`config.mk`:
```
export PLATFORM = sky130hd
export DESIGN_NAME = spu_wb_pipe_flat
export DESIGN_NICKNAME = d
export VERILOG_FILES = /design/src/rtl/spu_wb_pkg.sv /design/src/rtl/spu_wb_pipe_if.sv /design/src/rtl/spu_wb_lane.sv /design/src/rtl/spu_wb_pipe.sv /design/src/flat_wrapper.sv
export SDC_FILE = /design/constraint.sdc
export NUM_CORES = 2
export LEC_CHECK = 0
export BUFFER_PORTS_ARGS = -buffer_cell sky130_fd_sc_hd__buf_4
export CAP_MARGIN = 30
export CORE_AREA = 2 2 536 538
export CTS_CLUSTER_DIAMETER = 100
export DETAILED_ROUTE_END_ITERATION = 8
export DIE_AREA = 0 0 538 540
export RECOVER_POWER = 100
export SLEW_MARGIN = 20
export SYNTH_ARGS = -nofsm -noshare
export SYNTH_HDL_FRONTEND = slang
export SYNTH_SLANG_ARGS = --single-unit
```
`constraint.sdc`:
```
create_clock -name clk -period 2 [get_ports clk]
set_clock_uncertainty 0.1 [all_clocks]
set_input_delay 0.1 -clock clk [delete_from_list [all_inputs] [get_ports clk]]
set_output_delay 0.1 -clock clk [all_outputs]
set_load 0.02 [all_outputs]
```
`src/rtl/spu_wb_pkg.sv`:
```
// Shared constants, stage-entry type and latency clamp for the SPU result
// staging / write-back pipe.
package spu_wb_pkg;

    localparam int DEPTH   = 7;
    localparam int DATA_W  = 128;
    localparam int ADDR_W  = 7;
    localparam int LAT_W   = 3;
    localparam int NUM_FWD = 6;

    typedef struct packed {
        logic              valid;
        logic [ADDR_W-1:0] rt;
        logic [DATA_W-1:0] data;
        logic [LAT_W-1:0]  lat;
    } wb_entry_t;

    // A zero latency still needs one stage to become visible; anything past the
    // pipe depth would never be ready before write-back.
    function automatic logic [LAT_W-1:0] clamp_lat(input logic [LAT_W-1:0] lat);
        if (lat == '0)
            return LAT_W'(1);
        if (int'(lat) > DEPTH)
            return LAT_W'(DEPTH);
        return lat;
    endfunction

endpackage

```
`src/rtl/spu_wb_pipe_if.sv`:
```
// EX-result, register-file write and operand-forwarding signals of the SPU
// write-back pipe; master is the datapath side, slave is the pipe itself.
interface spu_wb_pipe_if;
    import spu_wb_pkg::*;

    logic                      flush;
    logic                      ex1_we;
    logic [ADDR_W-1:0]         ex1_rt;
    logic [DATA_W-1:0]         ex1_data;
    logic [LAT_W-1:0]          ex1_lat;
    logic                      ex2_we;
    logic [ADDR_W-1:0]         ex2_rt;
    logic [DATA_W-1:0]         ex2_data;
    logic [LAT_W-1:0]          ex2_lat;

    logic                      wb1_we;
    logic [ADDR_W-1:0]         wb1_rt;
    logic [DATA_W-1:0]         wb1_data;
    logic                      wb2_we;
    logic [ADDR_W-1:0]         wb2_rt;
    logic [DATA_W-1:0]         wb2_data;

    logic [NUM_FWD*ADDR_W-1:0] fwd_addr;
    logic [NUM_FWD-1:0]        fwd_hit;
    logic [NUM_FWD*DATA_W-1:0] fwd_data;
    logic [NUM_FWD-1:0]        fwd_stall;

    modport master (
        output flush, ex1_we, ex1_rt, ex1_data, ex1_lat,
               ex2_we, ex2_rt, ex2_data, ex2_lat, fwd_addr,
        input  wb1_we, wb1_rt, wb1_data, wb2_we, wb2_rt, wb2_data,
               fwd_hit, fwd_data, fwd_stall
    );

    modport slave (
        input  flush, ex1_we, ex1_rt, ex1_data, ex1_lat,
               ex2_we, ex2_rt, ex2_data, ex2_lat, fwd_addr,
        output wb1_we, wb1_rt, wb1_data, wb2_we, wb2_rt, wb2_data,
               fwd_hit, fwd_data, fwd_stall
    );

endinterface

```
`src/rtl/spu_wb_lane.sv`:
```
// One lane of the write-back pipe: a DEPTH-stage non-stalling shift pipe of
// result entries plus a per-stage "result is ready to forward" vector.
module spu_wb_lane
    import spu_wb_pkg::*;
(
    input  logic                  clk,
    input  logic                  reset,
    input  logic                  i_we,
    input  logic [ADDR_W-1:0]     i_rt,
    input  logic [DATA_W-1:0]     i_data,
    input  logic [LAT_W-1:0]      i_lat,
    output wb_entry_t [DEPTH-1:0] o_stage,
    output logic [DEPTH-1:0]      o_ready
);

    wb_entry_t [DEPTH-1:0] r_stage;

    // NOTE: every field is reset, not just valid, because the write-back port
    // is the last stage itself and must read all-zero straight after reset.
    // NOTE: sequential state uses <= so each stage samples its neighbour's
    // pre-edge value and the whole pipe shifts by exactly one per clock.
    always_ff @(posedge clk) begin
        if (reset) begin
            r_stage <= '0;
        end else begin
            r_stage[0] <= '{valid: i_we, rt: i_rt, data: i_data, lat: clamp_lat(i_lat)};
            for (int i = 1; i < DEPTH; i++)
                r_stage[i] <= r_stage[i-1];
        end
    end

    // An entry in stage i has been in flight for i+1 cycles.
    always_comb begin
        o_ready = '0;
        for (int i = 0; i < DEPTH; i++)
            o_ready[i] = (i + 1) >= int'(r_stage[i].lat);
    end

    assign o_stage = r_stage;

endmodule

```
`src/rtl/spu_wb_pipe.sv`:
```
// SPU result staging / write-back pipe: two lane pipes, same-cycle WAW
// suppression and the operand-forwarding search (built with SPU_WB_FWD_EN).
module spu_wb_pipe
    import spu_wb_pkg::*;
(
    input logic          clk,
    input logic          reset,
    spu_wb_pipe_if.slave bus
);

    wb_entry_t [DEPTH-1:0]     w_stage1;
    wb_entry_t [DEPTH-1:0]     w_stage2;
    logic [DEPTH-1:0]          w_ready1;
    logic [DEPTH-1:0]          w_ready2;
    logic                      w_waw;
    logic [ADDR_W-1:0]         w_addr;
    logic [NUM_FWD-1:0]        w_fwd_hit;
    logic [NUM_FWD-1:0]        w_fwd_stall;
    logic [NUM_FWD*DATA_W-1:0] w_fwd_data;
    logic                      w_unused;

    spu_wb_lane u_lane1 (
        .clk     (clk),
        .reset   (reset),
        .i_we    (bus.ex1_we & ~bus.flush),
        .i_rt    (bus.ex1_rt),
        .i_data  (bus.ex1_data),
        .i_lat   (bus.ex1_lat),
        .o_stage (w_stage1),
        .o_ready (w_ready1)
    );

    spu_wb_lane u_lane2 (
        .clk     (clk),
        .reset   (reset),
        .i_we    (bus.ex2_we & ~bus.flush),
        .i_rt    (bus.ex2_rt),
        .i_data  (bus.ex2_data),
        .i_lat   (bus.ex2_lat),
        .o_stage (w_stage2),
        .o_ready (w_ready2)
    );

    // Lane 2 is younger in program order, so it owns a shared target.
    assign w_waw = w_stage1[DEPTH-1].valid && w_stage2[DEPTH-1].valid
                && (w_stage1[DEPTH-1].rt == w_stage2[DEPTH-1].rt);

    assign bus.wb1_we   = w_stage1[DEPTH-1].valid & ~w_waw;
    assign bus.wb1_rt   = w_stage1[DEPTH-1].rt;
    assign bus.wb1_data = w_stage1[DEPTH-1].data;
    assign bus.wb2_we   = w_stage2[DEPTH-1].valid;
    assign bus.wb2_rt   = w_stage2[DEPTH-1].rt;
    assign bus.wb2_data = w_stage2[DEPTH-1].data;

    // Walk oldest to youngest so the youngest match is the last one written.
    // NOTE: every output of this block gets a default first, otherwise a path
    // with no match would hold the old value and infer a latch.
    always_comb begin
        w_addr      = '0;
        w_fwd_hit   = '0;
        w_fwd_stall = '0;
        w_fwd_data  = '0;
        for (int k = 0; k < NUM_FWD; k++) begin
            w_addr = bus.fwd_addr[k*ADDR_W +: ADDR_W];
            for (int i = DEPTH - 1; i >= 0; i--) begin
`ifdef SPU_WB_FWD_EN
                if (w_stage1[i].valid && (w_stage1[i].rt == w_addr)) begin
                    w_fwd_hit[k]                   = w_ready1[i];
                    w_fwd_stall[k]                 = ~w_ready1[i];
                    w_fwd_data[k*DATA_W +: DATA_W] = w_ready1[i] ? w_stage1[i].data : '0;
                end
                if (w_stage2[i].valid && (w_stage2[i].rt == w_addr)) begin
                    w_fwd_hit[k]                   = w_ready2[i];
                    w_fwd_stall[k]                 = ~w_ready2[i];
                    w_fwd_data[k*DATA_W +: DATA_W] = w_ready2[i] ? w_stage2[i].data : '0;
                end
`else
                // Without forwarding, issue waits for write-back of any match.
                if ((w_stage1[i].valid && (w_stage1[i].rt == w_addr)) ||
                    (w_stage2[i].valid && (w_stage2[i].rt == w_addr)))
                    w_fwd_stall[k] = 1'b1;
`endif
            end
        end
    end

    assign bus.fwd_hit   = w_fwd_hit;
    assign bus.fwd_stall = w_fwd_stall;
    assign bus.fwd_data  = w_fwd_data;

    assign w_unused = ^{w_stage1, w_stage2, w_ready1, w_ready2};

endmodule

```
`src/flat_wrapper.sv`:
```
// flat-port wrapper written by rule: the top's interface ports become plain ports
module spu_wb_pipe_flat import spu_wb_pkg::*;
  (clk, reset, bus_flush, bus_ex1_we, bus_ex1_rt, bus_ex1_data, bus_ex1_lat, bus_ex2_we, bus_ex2_rt, bus_ex2_data, bus_ex2_lat, bus_fwd_addr, bus_wb1_we, bus_wb1_rt, bus_wb1_data, bus_wb2_we, bus_wb2_rt, bus_wb2_data, bus_fwd_hit, bus_fwd_data, bus_fwd_stall);
  spu_wb_pipe_if bus_i ();
  input logic clk;
  input logic reset;
  input wire logic [$bits(bus_i.flush)-1:0] bus_flush;
  input wire logic [$bits(bus_i.ex1_we)-1:0] bus_ex1_we;
  input wire logic [$bits(bus_i.ex1_rt)-1:0] bus_ex1_rt;
  input wire logic [$bits(bus_i.ex1_data)-1:0] bus_ex1_data;
  input wire logic [$bits(bus_i.ex1_lat)-1:0] bus_ex1_lat;
  input wire logic [$bits(bus_i.ex2_we)-1:0] bus_ex2_we;
  input wire logic [$bits(bus_i.ex2_rt)-1:0] bus_ex2_rt;
  input wire logic [$bits(bus_i.ex2_data)-1:0] bus_ex2_data;
  input wire logic [$bits(bus_i.ex2_lat)-1:0] bus_ex2_lat;
  input wire logic [$bits(bus_i.fwd_addr)-1:0] bus_fwd_addr;
  output wire logic [$bits(bus_i.wb1_we)-1:0] bus_wb1_we;
  output wire logic [$bits(bus_i.wb1_rt)-1:0] bus_wb1_rt;
  output wire logic [$bits(bus_i.wb1_data)-1:0] bus_wb1_data;
  output wire logic [$bits(bus_i.wb2_we)-1:0] bus_wb2_we;
  output wire logic [$bits(bus_i.wb2_rt)-1:0] bus_wb2_rt;
  output wire logic [$bits(bus_i.wb2_data)-1:0] bus_wb2_data;
  output wire logic [$bits(bus_i.fwd_hit)-1:0] bus_fwd_hit;
  output wire logic [$bits(bus_i.fwd_data)-1:0] bus_fwd_data;
  output wire logic [$bits(bus_i.fwd_stall)-1:0] bus_fwd_stall;
  assign bus_i.flush = bus_flush;
  assign bus_i.ex1_we = bus_ex1_we;
  assign bus_i.ex1_rt = bus_ex1_rt;
  assign bus_i.ex1_data = bus_ex1_data;
  assign bus_i.ex1_lat = bus_ex1_lat;
  assign bus_i.ex2_we = bus_ex2_we;
  assign bus_i.ex2_rt = bus_ex2_rt;
  assign bus_i.ex2_data = bus_ex2_data;
  assign bus_i.ex2_lat = bus_ex2_lat;
  assign bus_i.fwd_addr = bus_fwd_addr;
  assign bus_wb1_we = bus_i.wb1_we;
  assign bus_wb1_rt = bus_i.wb1_rt;
  assign bus_wb1_data = bus_i.wb1_data;
  assign bus_wb2_we = bus_i.wb2_we;
  assign bus_wb2_rt = bus_i.wb2_rt;
  assign bus_wb2_data = bus_i.wb2_data;
  assign bus_fwd_hit = bus_i.fwd_hit;
  assign bus_fwd_data = bus_i.fwd_data;
  assign bus_fwd_stall = bus_i.fwd_stall;
  spu_wb_pipe u_core (.clk(clk), .reset(reset), .bus(bus_i));
endmodule
```
; ---- Yosys cells after proc, flatten, opt, wreduce, memory -nomap -nowiden
; Index checks and enable logic that the tools add are counted.
[word_totals]
regBits = 1904
in_bits = 323
[classes]
n_eq_ne = 85
n_mux = 42
bitwise_logic = 5
reduce_logical = 128
[op_table]
columns = cell, n
row1 = 7-bit equality test, 85
row2 = 1-bit logical AND, 86
row3 = 1-bit logical OR, 42
row4 = 1-bit 2-to-1 mux, 42
row5 = 1-bit bitwise AND, 3
row6 = 1-bit inverter, 2

; ---- Longest topological paths before layout
[depth]
ltp_word = 10
mapped_depth = 7
ltp_nobuf = 5

; ---- Cells and area by module
; Synthesis repeated with hierarchy kept, for this count alone.
[unflattened]
hier_cells = 5945
hier_area_um2 = 67463.5
[modules_own_cells]
columns = module, n_inst, cells_each, area_per_inst_um2
row1 = spu_wb_lane, 2, 2063, 26620.5
row2 = spu_wb_pipe, 1, 1819, 14222.4

; ---- Worst setup path before layout
; No wires, ideal clock.
[synth_timing]
path_type = register -> output
from = register u_core.u_lane2.r_stage (netlist bit u_core.u_lane2.o_stage[965])
to = output port bus_fwd_stall[5]
t_arrival_ps = 1520
setup_slack_ps = 280
path_stages_with_launch = 7
path_cell_list = dfxtp_1 > buf_2 > xor2_1 > nor4_1 > nand4_1 > o2111ai_1 > or4_1
[synth_between]
elab_chain_cells = 10
[synth_lines]
columns = item, line_no
row1 = from (decl), spu_wb_lane.sv:16  ; wb_entry_t [DEPTH-1:0] r_stage;
row2 = "from (signal, indexed assignment)", spu_wb_lane.sv:28  ; r_stage[i] <= r_stage[i-1];
row3 = 7-bit equality test, spu_wb_pipe.sv:80  ; (w_stage2[i].valid && (w_stage2[i].rt == w_addr)))
row4 = 1-bit logical AND, spu_wb_pipe.sv:80
row5 = 1-bit logical OR, spu_wb_pipe.sv:79  ; if ((w_stage1[i].valid && (w_stage1[i].rt == w_addr)) ||
row6 = 1-bit 2-to-1 mux (7 in a row), spu_wb_pipe.sv:79
row7 = to (decl), flat_wrapper.sv:25  ; output wire logic [$bits(bus_i.fwd_stall)-1:0] bus_fwd_stall;
; No other way between the ends.

; ---- Worst setup path in the final report
[layout_timing]
from = register u_core.u_lane1.r_stage (netlist bit u_core.u_lane1.o_stage[970])
to = output port bus_fwd_stall[0]
[layout_between]
elab_chain_cells = 10
[layout_lines]
columns = item, line_no
row1 = from (decl), spu_wb_lane.sv:16
row2 = "from (signal, indexed assignment)", spu_wb_lane.sv:28
row3 = 7-bit equality test, spu_wb_pipe.sv:79
row4 = 1-bit logical AND, spu_wb_pipe.sv:79
row5 = 1-bit logical OR, spu_wb_pipe.sv:79
row6 = 1-bit 2-to-1 mux (7 in a row), spu_wb_pipe.sv:79
; No other way between the ends.

==> reports/qor.csv <==
metric,value,unit
status,"finished, violations left",
violations,setup timing,
clk_latency,0.86,ns
globalRouteMet1Util,13.9,%
startpoint,u_core.u_lane1.o_stage[970]$_SDFF_PP0_,
synth_cell_types,21,
worst_setup_path_start_kind,register,
syn_area_per_cell,11.0,µm²
grt_pass1_vias,39000,
dp_cells,10200,
cp.arrival,2.74,ns
area_growth,28.2,%
pwr-share-comb,7.6,%
powerDensity,965,mW/mm²
clkTransAtPathRegs,0.06,ns
crit_chain,"buf_4, xnor2_1, nand4_1, o2111ai_1, or4_4, buf_6",
wl,164000,µm
drc,0,
finalNonFillerCells,11200,
drt-initial-drc-count,1913,
grt-busiest-layer,met2,
setup.worst_path.class,register to output pin,
slowest_delay,0.59,ns
ys_seq_area_share,56.8,%
min_from,bus_ex1_data[127],
grt_antenna_before_repair,20,
fin_tns_setup,-68.65,ns
nFillCells,29000,
grt_max_degree,102,
portBuffers,594,
power.switching,19.2,mW
clock-sinks,1904,
clock.fmax,0.340,GHz
antenna_left,0,
initial_utilization,23.6,%
overflow,0,
crit_slowest_cell,or4_4,
maxCapViolations,0,
vias_per_cell,3.47,
fin_crit_sh,147,%
cp-end-kind,output pin,
p_int,63.8,mW
netlist_area,0.0671,mm²
period_needed,2.94,ns
crit_required,1.80,ns
cts_tree,built,
clockPowerShare,45.4,%
track_usage,10.7,%
firstDrtPassIters,7,
hold_path.class,input port to register,
drive_above_1_share,16.0,%
seqPwrFrac,47.0,%
synthCells,6108,
wl_per_cell,14.6,µm
grt.met3_usage,3.31,%
fp-row-count,196,
num_vias,39000,
synth_seq_cells,1904,
finalHoldViolations,0,
vdd_drop_max,0.000748,V
worstMarginPinSlew,1.29,ns
gp_congestion,0.940,
rsz0062_at_grt,yes,
cts-root-buf,clkbuf_16,
dp_hpwl,114000,µm
fp.dieH,540,µm
core_area,0.284,mm²
netSwitchingFraction,23.2,%
met2_usage,16.6,%
worstReg2RegStart,u_core.u_lane2.o_stage[693]$_SDFF_PP0_,
die_w,538,µm
p_leak,36.0,nW
clockBufferDepth,4,
finalSetupViolCount,592,
slew_headroom,14.2,%
grt_pass1_wl,239000,µm
h-tree-depth,4,
die-area,0.291,mm²
crit_fanout,5,
cts_buffers,196,
setup_ws,-0.944,ns
layout.nets,7615,
pre_cts_ws,-0.341,ns
pin_count,1375,
ys_warn_count,0,
drv_slew,0,
[state kept, by name (all words and copies together) (netlist names)]
signal                  count
u_core.u_lane1.o_stage    952
u_core.u_lane2.o_stage    952
[cells in the final DEF (no fill, tap or decap), types with 6 or more instances in the layout]
cell type / n
clkinv_16: 6
nor4_1: 61
o2111ai_1: 6
xor2_1: 349
o2111ai_2: 7
buf_6: 45
clkbuf_8: 39
nor2b_1: 1902
dfxtp_4: 20
buf_12: 83
clkbuf_1: 284
clkbuf_4: 11
dfxtp_1: 1838
nor2_1: 65
buf_4: 578
nand4_1: 110
clkbuf_2: 18
xor2_2: 41
diode_2: 9
dfxtp_2: 46
clkinv_2: 38
xnor2_1: 202
dlygate4sd3_1: 663
bufinv_16: 19
clkinvlp_4: 12
or4_4: 6
conb_1: 774
clkbuf_16: 198
[path summary, 6_finish.rpt]
check             slack (ns)                                endpoint  cells past startpoint
setup / recovery       -0.94                        bus_fwd_stall[0]                      6
hold reg to reg         0.28  u_core.u_lane2.o_stage[457]$_SDFF_PP0_                      1
setup reg to reg        1.00  u_core.u_lane2.o_stage[832]$_SDFF_PP0_                      3
hold / removal          0.12  u_core.u_lane1.o_stage[130]$_SDFF_PP0_                      3
[power by group through the flow]
stage	Combinational (mW)	Clock (mW)	Sequential, mW
after floorplan	4.77	0	39.7
after global placement	5.20	0	39.9
after detailed placement	5.22	0	39.9
after CTS	6.27	38.9	39.0
after global routing	6.76	40.5	39.1
final	6.30	37.7	39.0
[through the flow]
stage / hold slack (ns) / total power [mW] / area, µm² / utilization [%]
2_1_floorplan: 0.0758 / 44.5 / 70000 / -
3_3_place_gp: 0.209 / 45.1 / 73100 / 25.7
3_5_place_dp: 0.214 / 45.1 / 73100 / 25.7
4_1_cts: 0.00309 / 84.2 / 87100 / 30.6
5_1_grt: 0.0627 / 86.3 / 86100 / 30.3
6_report: 0.119 / 83.0 / 86100 / 30.3
[critical path: cells and delay by family (launching register included)]
kind / cells / cell delay, ns
AND/OR/NAND/NOR: 2 / 0.76
flip-flops: 1 / 0.53
buffers and inverters: 2 / 0.37
AO/OA/AOI/OAI: 1 / 0.17
XOR/XNOR: 1 / 0.08
[cell type report]
type | count | area [µm²] | share of cell area (%)
antenna | 9 | 22.5 | 0.0262
clock buffer | 269 | 5610 | 6.52
clock inverter | 91 | 1220 | 1.42
multi-input combinational | 3539 | 22000 | 25.5
sequential | 1904 | 38200 | 44.4
tap | 3762 | 4710 | 5.47
timing repair buffer | 1651 | 14300 | 16.6
[repair_timing]
item	4_1_cts	5_1_grt
resized for setup	142	30
hold buffers	663	0
endpoints found under the hold margin	1353	0
pin swaps	41	22
cloned	0	0
buffers inserted	13	5
setup endpoints to repair	7	7
[kinds of logic (layout without fill, tap and decap cells)]
kind of cell,Yosys count,after routing,synth area share (%)
and+or+nand+nor,2150,2150,19.8
DFF,1904,1904,56.8
buffers and inverters,1438,2011,15.2
xor gates and xnor gates,595,595,7.99
AOI/OAI and AO/OA,20,20,0.226
other,1,783,0.00559
[routing by layer]
layer | share of wire, % | routed length, µm
met3 | 8.3 | 13700
met1 | 44 | 73000
met5 | 0.060 | 98
met2 | 44 | 71800
met4 | 3.5 | 5680
[Yosys cell counts (all sizes together)]
cell type / count / area, µm²
clkbuf: 213 / 803
o21ai: 6 / 30.0
nand4: 110 / 688
conb: 1 / 3.75
o2111ai: 13 / 114
nor2: 65 / 244
nor2b: 1902 / 11900
xor2: 390 / 3570
xnor2: 205 / 1800
o21a: 1 / 7.51
nor4: 65 / 407
nor3b: 2 / 15.0
buf: 1225 / 9400
dfxtp: 1904 / 38100
or4: 6 / 45.0
No activity file was read; power rests on OpenSTA's default activity.
